<file path="src/rtl/hazard_stall_unit_if.sv">
// Memory handshake bundle between the pipeline control block and the
// instruction/data memory ports plus their datapath hold registers.
interface hazard_stall_unit_if;
    logic imem_read;
    logic imem_resp;
    logic dmem_read;
    logic dmem_write;
    logic dmem_resp;
    logic imem_capture;
    logic dmem_capture;
    logic imem_use_hold;
    logic dmem_use_hold;

    // Controller side: issues requests, sees single-cycle responses.
    modport master (
        output imem_read,
        output dmem_read,
        output dmem_write,
        output imem_capture,
        output dmem_capture,
        output imem_use_hold,
        output dmem_use_hold,
        input  imem_resp,
        input  dmem_resp
    );

    // Memory/datapath side.
    modport slave (
        input  imem_read,
        input  dmem_read,
        input  dmem_write,
        input  imem_capture,
        input  dmem_capture,
        input  imem_use_hold,
        input  dmem_use_hold,
        output imem_resp,
        output dmem_resp
    );
endinterface

</file>
<file path="src/rtl/hazard_stall_unit.sv">
// Pipeline control for the 5-stage RV32I core: load-use stalls, memory
// latency freezes, taken-branch squashes and response hold tracking.
module hazard_stall_unit #(
    parameter int CNT_W = 32
) (
    input  logic             clk,
    input  logic             rst,
    input  logic [4:0]       ifid_rs1,
    input  logic [4:0]       ifid_rs2,
    input  logic             ifid_use_rs1,
    input  logic             ifid_use_rs2,
    input  logic             idex_mem_read,
    input  logic [4:0]       idex_rd,
    input  logic             exmem_br_taken,
    input  logic             exmem_dmem_read,
    input  logic             exmem_dmem_write,
    hazard_stall_unit_if.master mem,
    output logic             load_pc,
    output logic             load_ifid,
    output logic             load_idex,
    output logic             load_exmem,
    output logic             load_memwb,
    output logic             bubble_idex,
    output logic             flush_ifid,
    output logic             flush_idex,
    output logic [CNT_W-1:0] stall_count
);

    typedef enum logic {
        RUN  = 1'b0,
        WAIT = 1'b1
    } state_t;

    state_t state;
    logic   imem_done;
    logic   dmem_done;

    logic dmem_req;
    logic i_ok;
    logic d_ok;
    logic advance;
    logic rs1_hit;
    logic rs2_hit;
    logic lu;

    // Readiness of each memory side and the load-use match.
    always_comb begin
        dmem_req = exmem_dmem_read | exmem_dmem_write;
        i_ok     = mem.imem_resp | imem_done;
        d_ok     = ~dmem_req | mem.dmem_resp | dmem_done;
        advance  = i_ok & d_ok;
        rs1_hit  = ifid_use_rs1 & (ifid_rs1 == idex_rd);
        rs2_hit  = ifid_use_rs2 & (ifid_rs2 == idex_rd);
        lu       = idex_mem_read & (idex_rd != 5'd0)
                 & (rs1_hit | rs2_hit);
    end

    // Requests, captures and hold selects; everything is forced low in reset.
    always_comb begin
        mem.imem_read     = 1'b0;
        mem.dmem_read     = 1'b0;
        mem.dmem_write    = 1'b0;
        mem.imem_capture  = 1'b0;
        mem.dmem_capture  = 1'b0;
        mem.imem_use_hold = 1'b0;
        mem.dmem_use_hold = 1'b0;
        if (!rst) begin
            // A completed request stays quiet until the pipeline moves on.
            mem.imem_read     = ~imem_done;
            mem.dmem_read     = exmem_dmem_read & ~dmem_done;
            mem.dmem_write    = exmem_dmem_write & ~dmem_done;
            // Hold a response only when the other side is still pending.
            mem.imem_capture  = mem.imem_resp & ~d_ok;
            mem.dmem_capture  = mem.dmem_resp & ~i_ok;
            mem.imem_use_hold = imem_done;
            mem.dmem_use_hold = dmem_done;
        end
    end

    // Stage enables: freeze beats squash beats load-use bubble beats run.
    always_comb begin
        load_pc     = 1'b0;
        load_ifid   = 1'b0;
        load_idex   = 1'b0;
        load_exmem  = 1'b0;
        load_memwb  = 1'b0;
        bubble_idex = 1'b0;
        flush_ifid  = 1'b0;
        flush_idex  = 1'b0;
        if (!rst) begin
            unique case (1'b1)
                ~advance: begin
                    load_pc = 1'b0;
                end
                advance & exmem_br_taken: begin
                    // The ID instruction is squashed, so lu is moot.
                    load_pc    = 1'b1;
                    load_ifid  = 1'b1;
                    load_idex  = 1'b1;
                    load_exmem = 1'b1;
                    load_memwb = 1'b1;
                    flush_ifid = 1'b1;
                    flush_idex = 1'b1;
                end
                advance & ~exmem_br_taken & lu: begin
                    // Hold PC and IF/ID one cycle, drop a NOP into EX.
                    load_idex   = 1'b1;
                    bubble_idex = 1'b1;
                    load_exmem  = 1'b1;
                    load_memwb  = 1'b1;
                end
                advance & ~exmem_br_taken & ~lu: begin
                    load_pc    = 1'b1;
                    load_ifid  = 1'b1;
                    load_idex  = 1'b1;
                    load_exmem = 1'b1;
                    load_memwb = 1'b1;
                end
                default: begin
                    load_pc = 1'b0;
                end
            endcase
        end
    end

    // Response flags, debug state and the stall-cycle counter.
    always_ff @(posedge clk or posedge rst) begin
        if (rst) begin
            state       <= RUN;
            imem_done   <= 1'b0;
            dmem_done   <= 1'b0;
            stall_count <= '0;
        end else begin
            if (advance) begin
                imem_done <= 1'b0;
                dmem_done <= 1'b0;
            end else begin
                if (mem.imem_resp) imem_done <= 1'b1;
                if (mem.dmem_resp) dmem_done <= 1'b1;
            end
            unique case (state)
                RUN:     if (!advance) state <= WAIT;
                WAIT:    if (advance)  state <= RUN;
                default: state <= RUN;
            endcase
            if (!load_pc) stall_count <= stall_count + CNT_W'(1);
        end
    end

endmodule

</file>
<file path="src/flat_wrapper.sv">
// flat-port wrapper written by rule: the top's interface ports become plain ports
module hazard_stall_unit_flat 
#(
    parameter int CNT_W = 32
)
  (clk, rst, ifid_rs1, ifid_rs2, ifid_use_rs1, ifid_use_rs2, idex_mem_read, idex_rd, exmem_br_taken, exmem_dmem_read, exmem_dmem_write, load_pc, load_ifid, load_idex, load_exmem, load_memwb, bubble_idex, flush_ifid, flush_idex, stall_count, mem_imem_read, mem_dmem_read, mem_dmem_write, mem_imem_capture, mem_dmem_capture, mem_imem_use_hold, mem_dmem_use_hold, mem_imem_resp, mem_dmem_resp);
  hazard_stall_unit_if mem_i ();
  input  logic clk;
  input  logic rst;
  input  logic [4:0] ifid_rs1;
  input  logic [4:0] ifid_rs2;
  input  logic ifid_use_rs1;
  input  logic ifid_use_rs2;
  input  logic idex_mem_read;
  input  logic [4:0] idex_rd;
  input  logic exmem_br_taken;
  input  logic exmem_dmem_read;
  input  logic exmem_dmem_write;
  output logic load_pc;
  output logic load_ifid;
  output logic load_idex;
  output logic load_exmem;
  output logic load_memwb;
  output logic bubble_idex;
  output logic flush_ifid;
  output logic flush_idex;
  output logic [CNT_W-1:0] stall_count;
  output wire logic [$bits(mem_i.imem_read)-1:0] mem_imem_read;
  output wire logic [$bits(mem_i.dmem_read)-1:0] mem_dmem_read;
  output wire logic [$bits(mem_i.dmem_write)-1:0] mem_dmem_write;
  output wire logic [$bits(mem_i.imem_capture)-1:0] mem_imem_capture;
  output wire logic [$bits(mem_i.dmem_capture)-1:0] mem_dmem_capture;
  output wire logic [$bits(mem_i.imem_use_hold)-1:0] mem_imem_use_hold;
  output wire logic [$bits(mem_i.dmem_use_hold)-1:0] mem_dmem_use_hold;
  input wire logic [$bits(mem_i.imem_resp)-1:0] mem_imem_resp;
  input wire logic [$bits(mem_i.dmem_resp)-1:0] mem_dmem_resp;
  assign mem_imem_read = mem_i.imem_read;
  assign mem_dmem_read = mem_i.dmem_read;
  assign mem_dmem_write = mem_i.dmem_write;
  assign mem_imem_capture = mem_i.imem_capture;
  assign mem_dmem_capture = mem_i.dmem_capture;
  assign mem_imem_use_hold = mem_i.imem_use_hold;
  assign mem_dmem_use_hold = mem_i.dmem_use_hold;
  assign mem_i.imem_resp = mem_imem_resp;
  assign mem_i.dmem_resp = mem_dmem_resp;
  hazard_stall_unit #(.CNT_W(CNT_W)) u_core (.clk(clk), .rst(rst), .ifid_rs1(ifid_rs1), .ifid_rs2(ifid_rs2), .ifid_use_rs1(ifid_use_rs1), .ifid_use_rs2(ifid_use_rs2), .idex_mem_read(idex_mem_read), .idex_rd(idex_rd), .exmem_br_taken(exmem_br_taken), .exmem_dmem_read(exmem_dmem_read), .exmem_dmem_write(exmem_dmem_write), .mem(mem_i), .load_pc(load_pc), .load_ifid(load_ifid), .load_idex(load_idex), .load_exmem(load_exmem), .load_memwb(load_memwb), .bubble_idex(bubble_idex), .flush_ifid(flush_ifid), .flush_idex(flush_idex), .stall_count(stall_count));
endmodule
</file>
<file path="config.mk">
export PLATFORM = sky130hd
export DESIGN_NAME = hazard_stall_unit_flat
export DESIGN_NICKNAME = d
export VERILOG_FILES = /design/src/rtl/hazard_stall_unit_if.sv /design/src/rtl/hazard_stall_unit.sv /design/src/flat_wrapper.sv
export SDC_FILE = /design/constraint.sdc
export NUM_CORES = 1
export LEC_CHECK = 0
export CORE_ASPECT_RATIO = 1.75
export CORE_UTILIZATION = 43
export CTS_BUF_LIST = sky130_fd_sc_hd__clkbuf_8
export CTS_CLUSTER_DIAMETER = 50
export CTS_CLUSTER_SIZE = 30
export DETAILED_ROUTE_END_ITERATION = 10
export GPL_ROUTABILITY_DRIVEN = 1
export PLACE_DENSITY_LB_ADDON = 0.25
export SLEW_MARGIN = 5
export SYNTH_ARGS = -nofsm -noshare
export SYNTH_HDL_FRONTEND = slang
export SYNTH_SLANG_ARGS = --single-unit
</file>
<file path="constraint.sdc">
create_clock -name clk -period 8.1 [get_ports clk]
set_input_delay 2.43 -clock clk [delete_from_list [all_inputs] [get_ports clk]]
set_output_delay 2.43 -clock clk [all_outputs]
set_load 0.02 [all_outputs]
</file>
* Word level (Yosys, flattened, before mapping) *
Cells that the tools add are included.

operators by class
  add/subtract/negate cells = 1
  equal/unequal tests = 2
  muxes and demuxes = 19
  bitwise logic cells = 25
  reduce and logical (&&, ||, !) cells = 5

operators by type and width
  kind                                            count
  adder 32 x 1 -> 32 bit (second input constant)  1
  2-to-1 mux 1 bit                                19
  bitwise AND 1 bit                               13
  == test 5 bit                                   2
  inverter 1 bit                                  7
  OR 1 bit                                        5
  nonzero test 5 bit                              1
  nonzero test 2 bit                              2
  OR reduction 3 bit                              1
  OR reduction 2 bit                              1

word-level totals
  register bits = 34
  input port bits = 25
  output and inout bits = 47
  logic and storage cells = 55

* Logic depth before layout (Yosys ltp) *
  depth in word-level cells = 10
  mapped depth = 7
  depth with buffers taken out = 6

* Worst setup path after synthesis *
OpenSTA, ideal clock, no wires.

  kind = input-to-output
  from = in exmem_dmem_write
  to = out load_pc
  arrival time = 4070 ps
  required time = 5670 ps
  path slack = 1600 ps
  stages = 5
  path buffers = 2
  cell sequence = o21a_1 > nor3_1 > a21boi_2 > buf_6 > buf_4

between the ends
  cells in the longest elaborated chain, start to end = 10
  elaborated cells on any way between the ends = 11
  classes of those cells = mux: 2; bitwise: 8; reduce/logical: 1

ends and longest elaborated chain
  what                                     line                      source
  start, declared                          flat_wrapper.sv:18        input logic exmem_dmem_write;
  OR 1 bit (*)                             hazard_stall_unit.sv:48   dmem_req = exmem_dmem_read | exmem_dmem_write;
  inverter 1 bit (*)                       hazard_stall_unit.sv:50   d_ok = ~dmem_req | mem.dmem_resp | dmem_done;
  OR 1 bit (*) (2 in a row)                hazard_stall_unit.sv:50
  bitwise AND 1 bit (*)                    hazard_stall_unit.sv:51   advance = i_ok & d_ok;
  bitwise AND 1 bit (2 in a row)           hazard_stall_unit.sv:112  advance & ~exmem_br_taken & ~lu: begin
  OR reduction 2 bit (no source line) (*)  -
  2-to-1 mux 1 bit (*) (2 in a row)        -
  end, declared                            flat_wrapper.sv:19        output logic load_pc;

Mark *: on every way between the ends. The rest lies on a longest branch, timed or not.

* Worst setup path after layout *
  from = in mem_dmem_resp
  to = out load_ifid

between the ends
  cells in the longest elaborated chain, start to end = 8
  elaborated cells on any way between the ends = 9
  classes of those cells = mux: 2; bitwise: 6; reduce/logical: 1

ends and longest elaborated chain
  what                                     line                      source
  start, declared                          flat_wrapper.sv:36        input wire logic [$bits(mem_i.dmem_resp)-1:0] mem_dmem_resp;
  OR 1 bit (*) (2 in a row)                hazard_stall_unit.sv:50
  bitwise AND 1 bit (*)                    hazard_stall_unit.sv:51
  bitwise AND 1 bit (2 in a row)           hazard_stall_unit.sv:112
  OR reduction 2 bit (no source line) (*)  -
  2-to-1 mux 1 bit (*)                     hazard_stall_unit.sv:91   unique case (1'b1)
  2-to-1 mux 1 bit (*)                     hazard_stall_unit.sv:90   if (!rst) begin
  end, declared                            flat_wrapper.sv:20        output logic load_ifid;

Marks and branches as above.

==> results by group <==
Drt
  • Drt drc: 0
  • Final wirelength: roughly 4.5 mm
  • Initial DRC count: 43
  • DR WL/cell: 15.02 um
  • Via density: roughly 5.4
  • Via Count: 1622
  • Final ANT Viol Nets: 0
  • Drt pass-1 iters: 4

Timing
  • FMAX: 0.1389 GHz
  • Fin Setup TNS: 0 ns
  • Fin. max-slew vios: 0
  • Worst slew pin tran: 0.5491 ns
  • Slew headroom: 0.6311
  • Setup violators final: 0
  • Min cycle time layout: roughly 7 ns
  • Hold Vio Cnt, Final: 0
  • Unrepaired setup endpoints after global routing: false
  • Crit share post-route: 0.8885
  • Setup ws final: 0.9030 ns
  • Fin Clk Skew: 0.003039 ns

Status
  • Status: completed

Clock tree
  • Post-CTS Resized: 0
  • CTS root buf: clkbuf_8
  • CTS Buffer Depth: 2
  • Hold Buf Count CTS: 0
  • Clk slew on worst S/H paths: approximately 0.07 ns
  • Num CTS Buffers: 5
  • Total setup buffers inserted after CTS: 0
  • Sink Count: 34
  • H-tree depth: 2
  • Worst-Skew Late Latency: roughly 0.29 ns
  • TritonCTS clock tree: done

GRT
  • GRT Resource Usage Total: 0.2110
  • Vias in the first global route: 1553
  • Largest net degree at the start of global routing: 37
  • Gr ovfl total: 0
  • Global-route wire length before repair: 7.182 mm
  • Antenna violations before repair: 0

Floorplan
  • Initial Util: 0.4525
  • Chip height: 89.43 um
  • Core area: slightly above 4000 sq um
  • Die width: 51.96 um
  • Die ar.: 4646 sq um
  • I/O pin count: between 70 and 80
  • Rows: 31

Logic synthesis
  • Proportion of synthesized area in mux cells: 0.005996
  • Post-synthesis compound-gate area fraction: 0.01332
  • Post-Synth Simple-Gate Area: 0.2825
  • Ys Warns: 0
  • Cell area after synthesis: 1878 sq um
  • Cells after Synth: 181
  • Register area share after synthesis: 0.4530
  • Predominant post-synthesis flop cell: dfrtp_1
  • Yosys reg bits: 34
  • Post-Syn Nets: 207
  • Synth Area in XOR/XNOR: 0.1912
  • Distinct cells, synth: 33
  • EDFF count, synth: 0
  • Synthesized-area fraction occupied by adder cells: 0.006662
  • Largest family of logic cells by synthesized area: simple AND/OR/NAND/NOR gates
  • Post-synth ARST share: 1.000
  • Syn Area/Cell: just over 10 sq um

Critical path
  • Crit start category: primary input
  • Data arrival, critical path: between 4 and 5 ns
  • WP data required: 5.67 ns
  • Worst Setup Path Type: in -> out
  • Crit end category: primary output
  • CP Max Fanout: 9
  • R2R Setup Slk: 5.75 ns

Final layout
  • Area Overhead vs Synth: 43.84%
  • Most frequent cells in the layout: 71 x clkdlybuf4s50_1, 34 x dfrtp_1, 27 x xor2_1
  • Post-route cell area: 2701 sq um
  • Commonest non-fill, non-tap cell in the layout: clkdlybuf4s50_1
  • End-of-flow core utilization: 0.6509
  • Net count, final: 277
  • Layout cells sized above 1: 0.06349
  • ANT cells: 0

Place
  • Pre-CTS WS: 0.8405 ns
  • I/O Buffers: 71
  • DP Area: 2591 sq um
  • HPWL Detailed: 3.306 mm
  • Routability congestion estimate: between 0.7 and 0.8

Power
  • Worst IR Drop VDD: 0.2050 mV
  • Leakage: approximately 1.0 nW
  • Power Dens Cells: 218.0 nW/um^2

Hold path
  • Worst hold path type: reg -> reg

Run
  • Max-cap viol count: 0
[layer usage]
layer | vias to the layer above | part of all wire | global-route usage
li1 | 769 | - | -
met1 | 782 | 0.40 | 0.2303
met2 | 63 | 0.51 | 0.3811
met3 | 8 | 0.068 | 0.04762
met4 | 0 | 0.017 | 0.08845
met5 | - | 0 | 0
[where the power goes]
group	total [mW]	internal [mW]	leakage (nW)	switching [mW]
logic	0.202	0.0986	0.590	0.103
registers	0.241	0.200	0.376	0.0410
clock network	0.146	0.0858	0.0575	0.0607
[logic make-up (layout without fill, tap and decap cells)]
group                    count (synthesis)  after routing
adder cells (fa/ha/maj)                  1              1
buffers and inverters                   13             84
multiplexers                             1              1
AND/OR/NAND/NOR                         88             88
XOR/XNOR                                41             41
flip-flops                              34             34
AO/OA/AOI/OAI                            3              3
[layout make-up]
cell class	instances	area, sq um
Multi-Input combinational cell	134	938.4
Sequential cell	34	850.8
Timing Repair Buffer	74	733.2
Fill cell	337	1449
Clock buffer	8	110.1
Tap cell	49	61.31
Inverter	2	7.507
[flip-flops by register name (all words and copies together) (netlist names)]
| signal | cells |
|---|---|
| u_core.imem_done | 1 |
| u_core.dmem_done | 1 |
| u_core.stall_count | 32 |
[through the flow]
step	total power [mW]	hold slack, ns	cells
2_1_floorplan	0.3476	0.4445	181
3_3_place_gp	0.4420	0.4587	293
3_5_place_dp	0.4441	0.4614	293
4_1_cts	0.5920	0.4728	301
5_1_grt	0.6203	0.5061	301
6_report	0.5889	0.4678	301
[path summary, 6_finish.rpt]
check                                              startpoint                                 end  cells past startpoint
max                                             mem_dmem_resp                           load_ifid                      6
min reg2reg                u_core.stall_count[31]$_DFFE_PP0N_  u_core.stall_count[31]$_DFFE_PP0N_                      1
min                        u_core.stall_count[31]$_DFFE_PP0N_  u_core.stall_count[31]$_DFFE_PP0N_                      1
min in group asynchronous                                 rst  u_core.stall_count[22]$_DFFE_PP0N_                      3
max in group asynchronous                                 rst  u_core.stall_count[27]$_DFFE_PP0N_                      3
max reg2reg                      u_core.dmem_done$_DFFE_PP0P_   u_core.stall_count[1]$_DFFE_PP0N_                      6
[cells in the mapped netlist (3+ instances only)]
cell type	count	area, sq um
nor4_1	10	62.56
buf_4	4	30.03
nand3_1	8	40.04
and4_1	5	43.79
nand4_1	7	43.79
dfrtp_1	34	850.8
nor2b_1	3	18.77
xor2_1	27	236.5
buf_6	3	33.78
nor4b_1	3	26.28
nor2_1	8	30.03
nor3b_1	5	37.54
xnor2_1	14	122.6
and3_1	6	37.54
nand2_1	13	48.80
nor3_1	11	55.05
[critical path, stage by stage]
cell and delay [ns]:
clkdlybuf4s50_1 0.47, nor2_1 0.06, o21a_1 0.12, nor3_1 0.47, a21boi_2 0.52, clkdlybuf4s50_1 0.70
Note: power is estimated with default switching activity, not from simulation.
